<file path="config.mk">
export PLATFORM = sky130hd
export DESIGN_NAME = nes_pad_scanner_flat
export DESIGN_NICKNAME = d
export VERILOG_FILES = /design/src/rtl/nes_pad_if.sv /design/src/rtl/nes_pad_scanner.sv /design/src/flat_wrapper.sv
export SDC_FILE = /design/constraint.sdc
export NUM_CORES = 1
export LEC_CHECK = 0
export BUFFER_PORTS_ARGS = -buffer_cell sky130_fd_sc_hd__buf_2
export CAP_MARGIN = 20
export CORE_MARGIN = 5
export CORE_UTILIZATION = 59
export DETAILED_ROUTE_END_ITERATION = 10
export PLACE_DENSITY = 0.79
export SYNTH_ARGS = -nofsm -noshare
export SYNTH_HDL_FRONTEND = slang
export SYNTH_SLANG_ARGS = --single-unit
</file>
<file path="constraint.sdc">
create_clock -name PCLK -period 2.92 [get_ports PCLK]
set_input_delay 0.292 -clock PCLK [delete_from_list [all_inputs] [get_ports PCLK]]
set_output_delay 0.292 -clock PCLK [all_outputs]
set_load 0.01 [all_outputs]
</file>
<file path="src/rtl/nes_pad_if.sv">
// NES pad scanner bus: pad wires plus the button/event host side.
// The block itself connects through the slave modport.
interface nes_pad_if;
  logic       pad_data;
  logic       pad_latch;
  logic       pad_clock;
  logic [7:0] buttons;
  logic       frame_valid;
  logic       evt_pop;
  logic [7:0] evt_data;
  logic       evt_empty;
  logic       evt_overflow;
  logic       clr_overflow;

  modport master (
    output pad_data, evt_pop, clr_overflow,
    input  pad_latch, pad_clock, buttons, frame_valid,
           evt_data, evt_empty, evt_overflow
  );

  modport slave (
    input  pad_data, evt_pop, clr_overflow,
    output pad_latch, pad_clock, buttons, frame_valid,
           evt_data, evt_empty, evt_overflow
  );
endinterface

</file>
<file path="src/rtl/nes_pad_scanner.sv">
// NES controller scanner: periodically latches and shifts out the pad,
// publishes the button state and queues newly-pressed masks in a FIFO.
// Optional macro PAD_DEBOUNCE_EN: accept a frame only if it matches the
// previous raw frame.
module nes_pad_scanner #(
  parameter int unsigned DIV        = 150,
  parameter int unsigned GAP_TICKS  = 16,
  parameter int unsigned FIFO_DEPTH = 4
) (
  input logic      PCLK,
  input logic      PRESERN,
  nes_pad_if.slave bus
);
  localparam int unsigned BTN_W  = 8;
  localparam int unsigned CNT_W  = (DIV > 0) ? $clog2(DIV + 1) : 1;
  localparam int unsigned GAP_W  = (GAP_TICKS > 0) ? $clog2(GAP_TICKS + 1) : 1;
  localparam int unsigned PTR_W  = (FIFO_DEPTH > 1) ? $clog2(FIFO_DEPTH) : 1;
  localparam int unsigned FCNT_W = PTR_W + 1;

  typedef enum logic [2:0] {
    S_GAP, S_LATCH, S_SAMPLE, S_CLK_HI, S_DONE
  } state_e;

  state_e             state_q, state_d;
  logic [CNT_W-1:0]   tcnt_q;
  logic [GAP_W-1:0]   gap_q, gap_d;
  logic [BTN_W-1:0]   shift_q, shift_d;
  logic [2:0]         bitcnt_q, bitcnt_d;
  logic [BTN_W-1:0]   buttons_q, buttons_d;
  logic               fv_q, fv_d;
  logic               latch_q, clk_q;
  logic [BTN_W-1:0]   press_c;
  logic               push_c;
  logic               accept_c;
  logic               tick_c;

  logic [BTN_W-1:0]   mem_q [FIFO_DEPTH];
  logic [PTR_W-1:0]   rd_q, wr_q;
  logic [FCNT_W-1:0]  fcnt_q;
  logic               ovf_q;
  logic               empty_c, full_c, pop_ok_c, push_ok_c, ovf_set_c;

  assign tick_c = (tcnt_q == CNT_W'(DIV));

  // Free-running tick divider, 0..DIV.
  always_ff @(posedge PCLK) begin
    if (PRESERN) tcnt_q <= '0;
    else         tcnt_q <= tick_c ? '0 : tcnt_q + CNT_W'(1);
  end

`ifdef PAD_DEBOUNCE_EN
  logic [BTN_W-1:0] raw_q, raw_d;

  assign accept_c = (shift_q == raw_q);

  // Remember the last raw frame at the end of every scan.
  always_comb begin
    raw_d = raw_q;
    if (state_q == S_DONE) raw_d = shift_q;
  end

  // Raw-frame register.
  always_ff @(posedge PCLK) begin
    if (PRESERN) raw_q <= '0;
    else         raw_q <= raw_d;
  end
`else
  assign accept_c = 1'b1;
`endif

  // Scan sequencer: next state, shift register and frame publication.
  always_comb begin
    state_d   = state_q;
    gap_d     = gap_q;
    shift_d   = shift_q;
    bitcnt_d  = bitcnt_q;
    buttons_d = buttons_q;
    fv_d      = 1'b0;
    press_c   = '0;
    push_c    = 1'b0;
    unique case (state_q)
      S_GAP: begin
        if (tick_c) begin
          if (gap_q <= GAP_W'(1)) begin
            state_d = S_LATCH;
            gap_d   = GAP_W'(GAP_TICKS);
          end else begin
            gap_d = gap_q - GAP_W'(1);
          end
        end
      end
      S_LATCH: begin
        if (tick_c) state_d = S_SAMPLE;
      end
      S_SAMPLE: begin
        if (tick_c) begin
          shift_d  = {shift_q[BTN_W-2:0], ~bus.pad_data};
          bitcnt_d = bitcnt_q + 3'd1;
          state_d  = (bitcnt_q == 3'd7) ? S_DONE : S_CLK_HI;
        end
      end
      S_CLK_HI: begin
        if (tick_c) state_d = S_SAMPLE;
      end
      S_DONE: begin
        state_d  = S_GAP;
        bitcnt_d = 3'd0;
        if (accept_c) begin
          press_c   = shift_q & ~buttons_q;
          push_c    = (press_c != '0);
          buttons_d = shift_q;
          fv_d      = 1'b1;
        end
      end
      default: state_d = S_GAP;
    endcase
  end

  // Sequencer state and registered pad/button outputs.
  always_ff @(posedge PCLK) begin
    if (PRESERN) begin
      state_q   <= S_GAP;
      gap_q     <= GAP_W'(GAP_TICKS);
      shift_q   <= '0;
      bitcnt_q  <= 3'd0;
      buttons_q <= '0;
      fv_q      <= 1'b0;
      latch_q   <= 1'b0;
      clk_q     <= 1'b0;
    end else begin
      state_q   <= state_d;
      gap_q     <= gap_d;
      shift_q   <= shift_d;
      bitcnt_q  <= bitcnt_d;
      buttons_q <= buttons_d;
      fv_q      <= fv_d;
      latch_q   <= (state_d == S_LATCH);
      clk_q     <= (state_d == S_CLK_HI);
    end
  end

  assign empty_c   = (fcnt_q == '0);
  assign full_c    = (fcnt_q == FCNT_W'(FIFO_DEPTH));
  assign pop_ok_c  = bus.evt_pop && !empty_c;
  // A simultaneous pop frees the slot the push needs.
  assign push_ok_c = push_c && (!full_c || pop_ok_c);
  assign ovf_set_c = push_c && full_c && !pop_ok_c;

  // Event FIFO pointers, occupancy and sticky overflow (set beats clear).
  always_ff @(posedge PCLK) begin
    if (PRESERN) begin
      rd_q   <= '0;
      wr_q   <= '0;
      fcnt_q <= '0;
      ovf_q  <= 1'b0;
    end else begin
      if (push_ok_c) wr_q <= wr_q + PTR_W'(1);
      if (pop_ok_c)  rd_q <= rd_q + PTR_W'(1);
      if (push_ok_c && !pop_ok_c)      fcnt_q <= fcnt_q + FCNT_W'(1);
      else if (!push_ok_c && pop_ok_c) fcnt_q <= fcnt_q - FCNT_W'(1);
      ovf_q <= ovf_set_c | (ovf_q & ~bus.clr_overflow);
    end
  end

  // Event storage; contents are only visible while the FIFO is non-empty.
  always_ff @(posedge PCLK) begin
    if (push_ok_c) mem_q[wr_q] <= press_c;
  end

  assign bus.pad_latch    = latch_q;
  assign bus.pad_clock    = clk_q;
  assign bus.buttons      = buttons_q;
  assign bus.frame_valid  = fv_q;
  assign bus.evt_data     = empty_c ? '0 : mem_q[rd_q];
  assign bus.evt_empty    = empty_c;
  assign bus.evt_overflow = ovf_q;
endmodule

</file>
<file path="src/flat_wrapper.sv">
// flat-port wrapper written by rule: the top's interface ports become plain ports
module nes_pad_scanner_flat 
#(
  parameter int unsigned DIV        = 150,
  parameter int unsigned GAP_TICKS  = 16,
  parameter int unsigned FIFO_DEPTH = 4
)
  (PCLK, PRESERN, bus_pad_data, bus_evt_pop, bus_clr_overflow, bus_pad_latch, bus_pad_clock, bus_buttons, bus_frame_valid, bus_evt_data, bus_evt_empty, bus_evt_overflow);
  nes_pad_if bus_i ();
  input logic PCLK;
  input logic PRESERN;
  input wire logic [$bits(bus_i.pad_data)-1:0] bus_pad_data;
  input wire logic [$bits(bus_i.evt_pop)-1:0] bus_evt_pop;
  input wire logic [$bits(bus_i.clr_overflow)-1:0] bus_clr_overflow;
  output wire logic [$bits(bus_i.pad_latch)-1:0] bus_pad_latch;
  output wire logic [$bits(bus_i.pad_clock)-1:0] bus_pad_clock;
  output wire logic [$bits(bus_i.buttons)-1:0] bus_buttons;
  output wire logic [$bits(bus_i.frame_valid)-1:0] bus_frame_valid;
  output wire logic [$bits(bus_i.evt_data)-1:0] bus_evt_data;
  output wire logic [$bits(bus_i.evt_empty)-1:0] bus_evt_empty;
  output wire logic [$bits(bus_i.evt_overflow)-1:0] bus_evt_overflow;
  assign bus_i.pad_data = bus_pad_data;
  assign bus_i.evt_pop = bus_evt_pop;
  assign bus_i.clr_overflow = bus_clr_overflow;
  assign bus_pad_latch = bus_i.pad_latch;
  assign bus_pad_clock = bus_i.pad_clock;
  assign bus_buttons = bus_i.buttons;
  assign bus_frame_valid = bus_i.frame_valid;
  assign bus_evt_data = bus_i.evt_data;
  assign bus_evt_empty = bus_i.evt_empty;
  assign bus_evt_overflow = bus_i.evt_overflow;
  nes_pad_scanner #(.DIV(DIV), .GAP_TICKS(GAP_TICKS), .FIFO_DEPTH(FIFO_DEPTH)) u_core (.PCLK(PCLK), .PRESERN(PRESERN), .bus(bus_i));
endmodule
</file>
==> flow_metrics.env <==
export IMPL_synth_xor_area_frac=0.0285
export IMPL_fin_setup_tns_ns=0
export IMPL_place_gp_congestion=0.814
export IMPL_synth_top_family_by_area="simple AND/OR/NAND/NOR gates"
export IMPL_grt_overflow_total=0
export IMPL_hold_end="u_core.shift_q[0]$_SDFFE_PP0P_"
export IMPL_drv_slew=0
export IMPL_multi_input_area_um2=1370
export IMPL_synth_fa_ha_area_frac=0.0466
export IMPL_start_util=0.611
export IMPL_grt_use_total=0.180
export IMPL_num_rows=27
export IMPL_design_area_um2=3770
export IMPL_place_area_um2=3550
export IMPL_holdCritPathClass="primary input to flop"
export IMPL_wire_per_inst_um=15.0
export IMPL_die_h_um=85.8
export IMPL_finish_utilization=0.680
export IMPL_synth_distinct_cells=47
export IMPL_syn_inst=297
export IMPL_cp_max_fo=11
export IMPL_antenna_cells=0
export IMPL_status="completed"
export IMPL_rsz0062_at_grt="false"
export IMPL_synthSimpleGateAreaFrac=0.189
export IMPL_die_w_um=85.8
export IMPL_dieArea_um2=7350
export IMPL_postCtsHoldBufs=0
export IMPL_worstSkewPairLatency_ns=0.35
export IMPL_ys_seq_elements=80
export IMPL_routed_wl_um=5990
export IMPL_min_path_cells=3
export IMPL_synth_compound_area_share=0.0484
export IMPL_synth_area_um2=3390
export IMPL_n_fill_cell=429
export IMPL_vias_per_cell=5.51
export IMPL_max_cap_violations=0
export IMPL_synth_warnings=0
export IMPL_leakage_nw=1.55
export IMPL_layoutNonFillerInstCount=399
export IMPL_vias=2198
export IMPL_drcViolationCount=0
export IMPL_r2r_start="u_core.fcnt_q[0]$_SDFFE_PP0P_"
export IMPL_yosys_area_top_type_share=0.284
export IMPL_register_area_um2=1920
export IMPL_r2r_slack_ns=0.53
export IMPL_cts_resized=0
export IMPL_worst_pin_slew_ns=0.710
export IMPL_synth_area_top_cells="dfxtp_1, edfxtp_1, mux4_2, nor2_1, ha_1"
export IMPL_synth_top_cell_by_area="dfxtp_1"
export IMPL_relSlewSlack=0.527
export IMPL_cts_sinks=80
export IMPL_hp_start="bus_pad_data"
export IMPL_syn_num_nets=314
export IMPL_finalHoldWorstSlack_ns=0.197
export IMPL_syn_to_final_growth_pct=11.3
export IMPL_critPathRequiredTime_ns=3.20
export IMPL_grt_max_degree=41
export IMPL_core_um2=5540
export IMPL_drtPass1Iterations=4
export IMPL_drtIter0Drc=204
export IMPL_ys_seq_area_frac=0.568
export IMPL_postRouteAntennaNets=0
export IMPL_grt_pass1_vias=2083
export IMPL_r2r_end="u_core.fcnt_q[2]$_SDFFE_PP0P_"
export IMPL_muxShareOfSynthArea=0.0920
export IMPL_numCtsBuffers=9
export IMPL_dp_hpwl_um=4060
export IMPL_max_freq_mhz=419
export IMPL_worstSetupPathType="flop to flop"
export IMPL_cp_start_kind="flop"
export IMPL_final_hold_violation_count=0
export IMPL_place_port_buffers=25
export IMPL_cts_tree="yes"
export IMPL_place_inst=383
export IMPL_ioPinCount=26
export IMPL_drive_gt1_frac=0.177
export IMPL_final_net_count=339
export IMPL_syn_area_per_cell_um2=11.4
export IMPL_arrival_ns=2.67
export IMPL_cts_max_path_buffers=2
export IMPL_antenna_found_initial=0
export IMPL_cts_setup_buffers=0
export IMPL_root_buffer="clkbuf_8"
export IMPL_peakVddDrop_uv=388
export IMPL_htree_levels=3
export IMPL_p_per_area_nw_per_um2=538
export IMPL_cts_clk_slew_worst_paths_ns=0.08
export IMPL_clock_skew_ns=0.00588
export IMPL_r2r_cells=8
export IMPL_min_period_ns=2.39
export IMPL_grt_pass1_wl_um=10100
export IMPL_setup_viol=0
export IMPL_fin_crit_sh=0.817
export IMPL_endpoint_kind="flop"
-- cell type report --
cell class / count / area share
multi-input cells: 195 / 0.363
clock buffers: 10 / 0.0395
repair buffers: 27 / 0.0372
well taps: 72 / 0.0239
inverters: 9 / 0.00896
flip-flops and latches: 80 / 0.510
clock inverters: 6 / 0.0176
-- logic make-up after synthesis --
group / Yosys count
multiplexers: 21
AND/OR/NAND/NOR: 125
XOR/XNOR: 11
buffers and inverters: 22
flip-flops: 80
AO/OA/AOI/OAI: 26
adder cells (fa/ha/maj): 12
-- placed cells by master (no fill, tap or decap), types with 10 or more instances in the layout --
cell type	n
buf_2	25
ha_1	11
nor2_1	40
and2_1	14
dfxtp_1	48
xor2_1	10
nand2_1	26
a21oi_1	14
edfxtp_1	32
mux2i_1	12
-- per-layer routing --
layer / up-vias / track usage / wire [um]
met3: 8 / 0.0509 / 297
met1: 1055 / 0.245 / 2760
li1: 1084 / - / -
met2: 51 / 0.266 / 2850
met5: - / 0 / 0
met4: 0 / 0.0878 / 80
-- registers in the layout (all words and copies together), names as in the netlist, 3 cells and up, named ones only --
name                cells
u_core.tcnt_q           8
u_core.fcnt_q           3
u_core.gap_q            5
u_core.mem_q           32
u_core.bus.buttons      8
u_core.state_q          3
u_core.shift_q          8
u_core.bitcnt_q         3
-- worst max-delay path by stage --
| stage | startpoint | end | cells past startpoint |
|---|---|---|---|
| floorplan | u_core.state_q[2]$_SDFF_PP0_ | u_core.fcnt_q[2]$_SDFFE_PP0P_ | 8 |
| global placement | u_core.fcnt_q[0]$_SDFFE_PP0P_ | u_core.fcnt_q[2]$_SDFFE_PP0P_ | 8 |
| detailed placement | u_core.fcnt_q[0]$_SDFFE_PP0P_ | u_core.fcnt_q[2]$_SDFFE_PP0P_ | 8 |
| CTS | u_core.fcnt_q[0]$_SDFFE_PP0P_ | u_core.fcnt_q[2]$_SDFFE_PP0P_ | 8 |
| global route | u_core.fcnt_q[0]$_SDFFE_PP0P_ | u_core.fcnt_q[2]$_SDFFE_PP0P_ | 8 |
| finish | u_core.fcnt_q[0]$_SDFFE_PP0P_ | u_core.fcnt_q[2]$_SDFFE_PP0P_ | 8 |
-- synthesized netlist by cell type, drive strengths merged --
cell / count
o41ai: 1
and3: 3
dfxtp: 48
a22oi: 1
nand2: 26
o32ai: 1
o21bai: 1
mux2i: 12
mux2: 1
o211a: 1
and2: 15
nand4: 6
nand3: 8
fa: 1
nor3b: 3
o311ai: 1
inv: 9
a2111oi: 1
xor2: 10
mux4: 8
nand4b: 1
ha: 11
buf: 6
nand2b: 9
o31ai: 1
or2: 2
clkbuf: 7
xnor2: 1
nor3: 4
a21oi: 14
edfxtp: 32
or3: 4
or3b: 1
o21ai: 4
or4b: 1
nor2: 40
nor2b: 1
and4b: 1
-- critical path: stages, from the launching register on --
cell	delay, ns
dfxtp_1	0.35
or3_1	0.53
nand2_1	0.17
ha_1	0.20
inv_1	0.06
fa_1	0.37
xor2_1	0.16
or3_1	0.32
a21oi_1	0.15
-- report_power, final --
| part | leakage, nW | total (mW) | switching (mW) | internal [mW] |
|---|---|---|---|---|
| combinational | 0.689 | 0.0213 | 0.0149 | 0.00638 |
| clock | 0.0996 | 0.847 | 0.402 | 0.446 |
| sequential | 0.759 | 1.16 | 0.00463 | 1.15 |
-- per-stage QoR --
stage / worst slack, ns / total power [mW]
after floorplan: 0.527 / 1.20
after global placement: 0.650 / 1.21
after detailed placement: 0.540 / 1.21
after CTS: 0.521 / 2.04
after global routing: 0.371 / 2.12
final: 0.535 / 2.03
No activity file was read; power rests on OpenSTA's default activity.
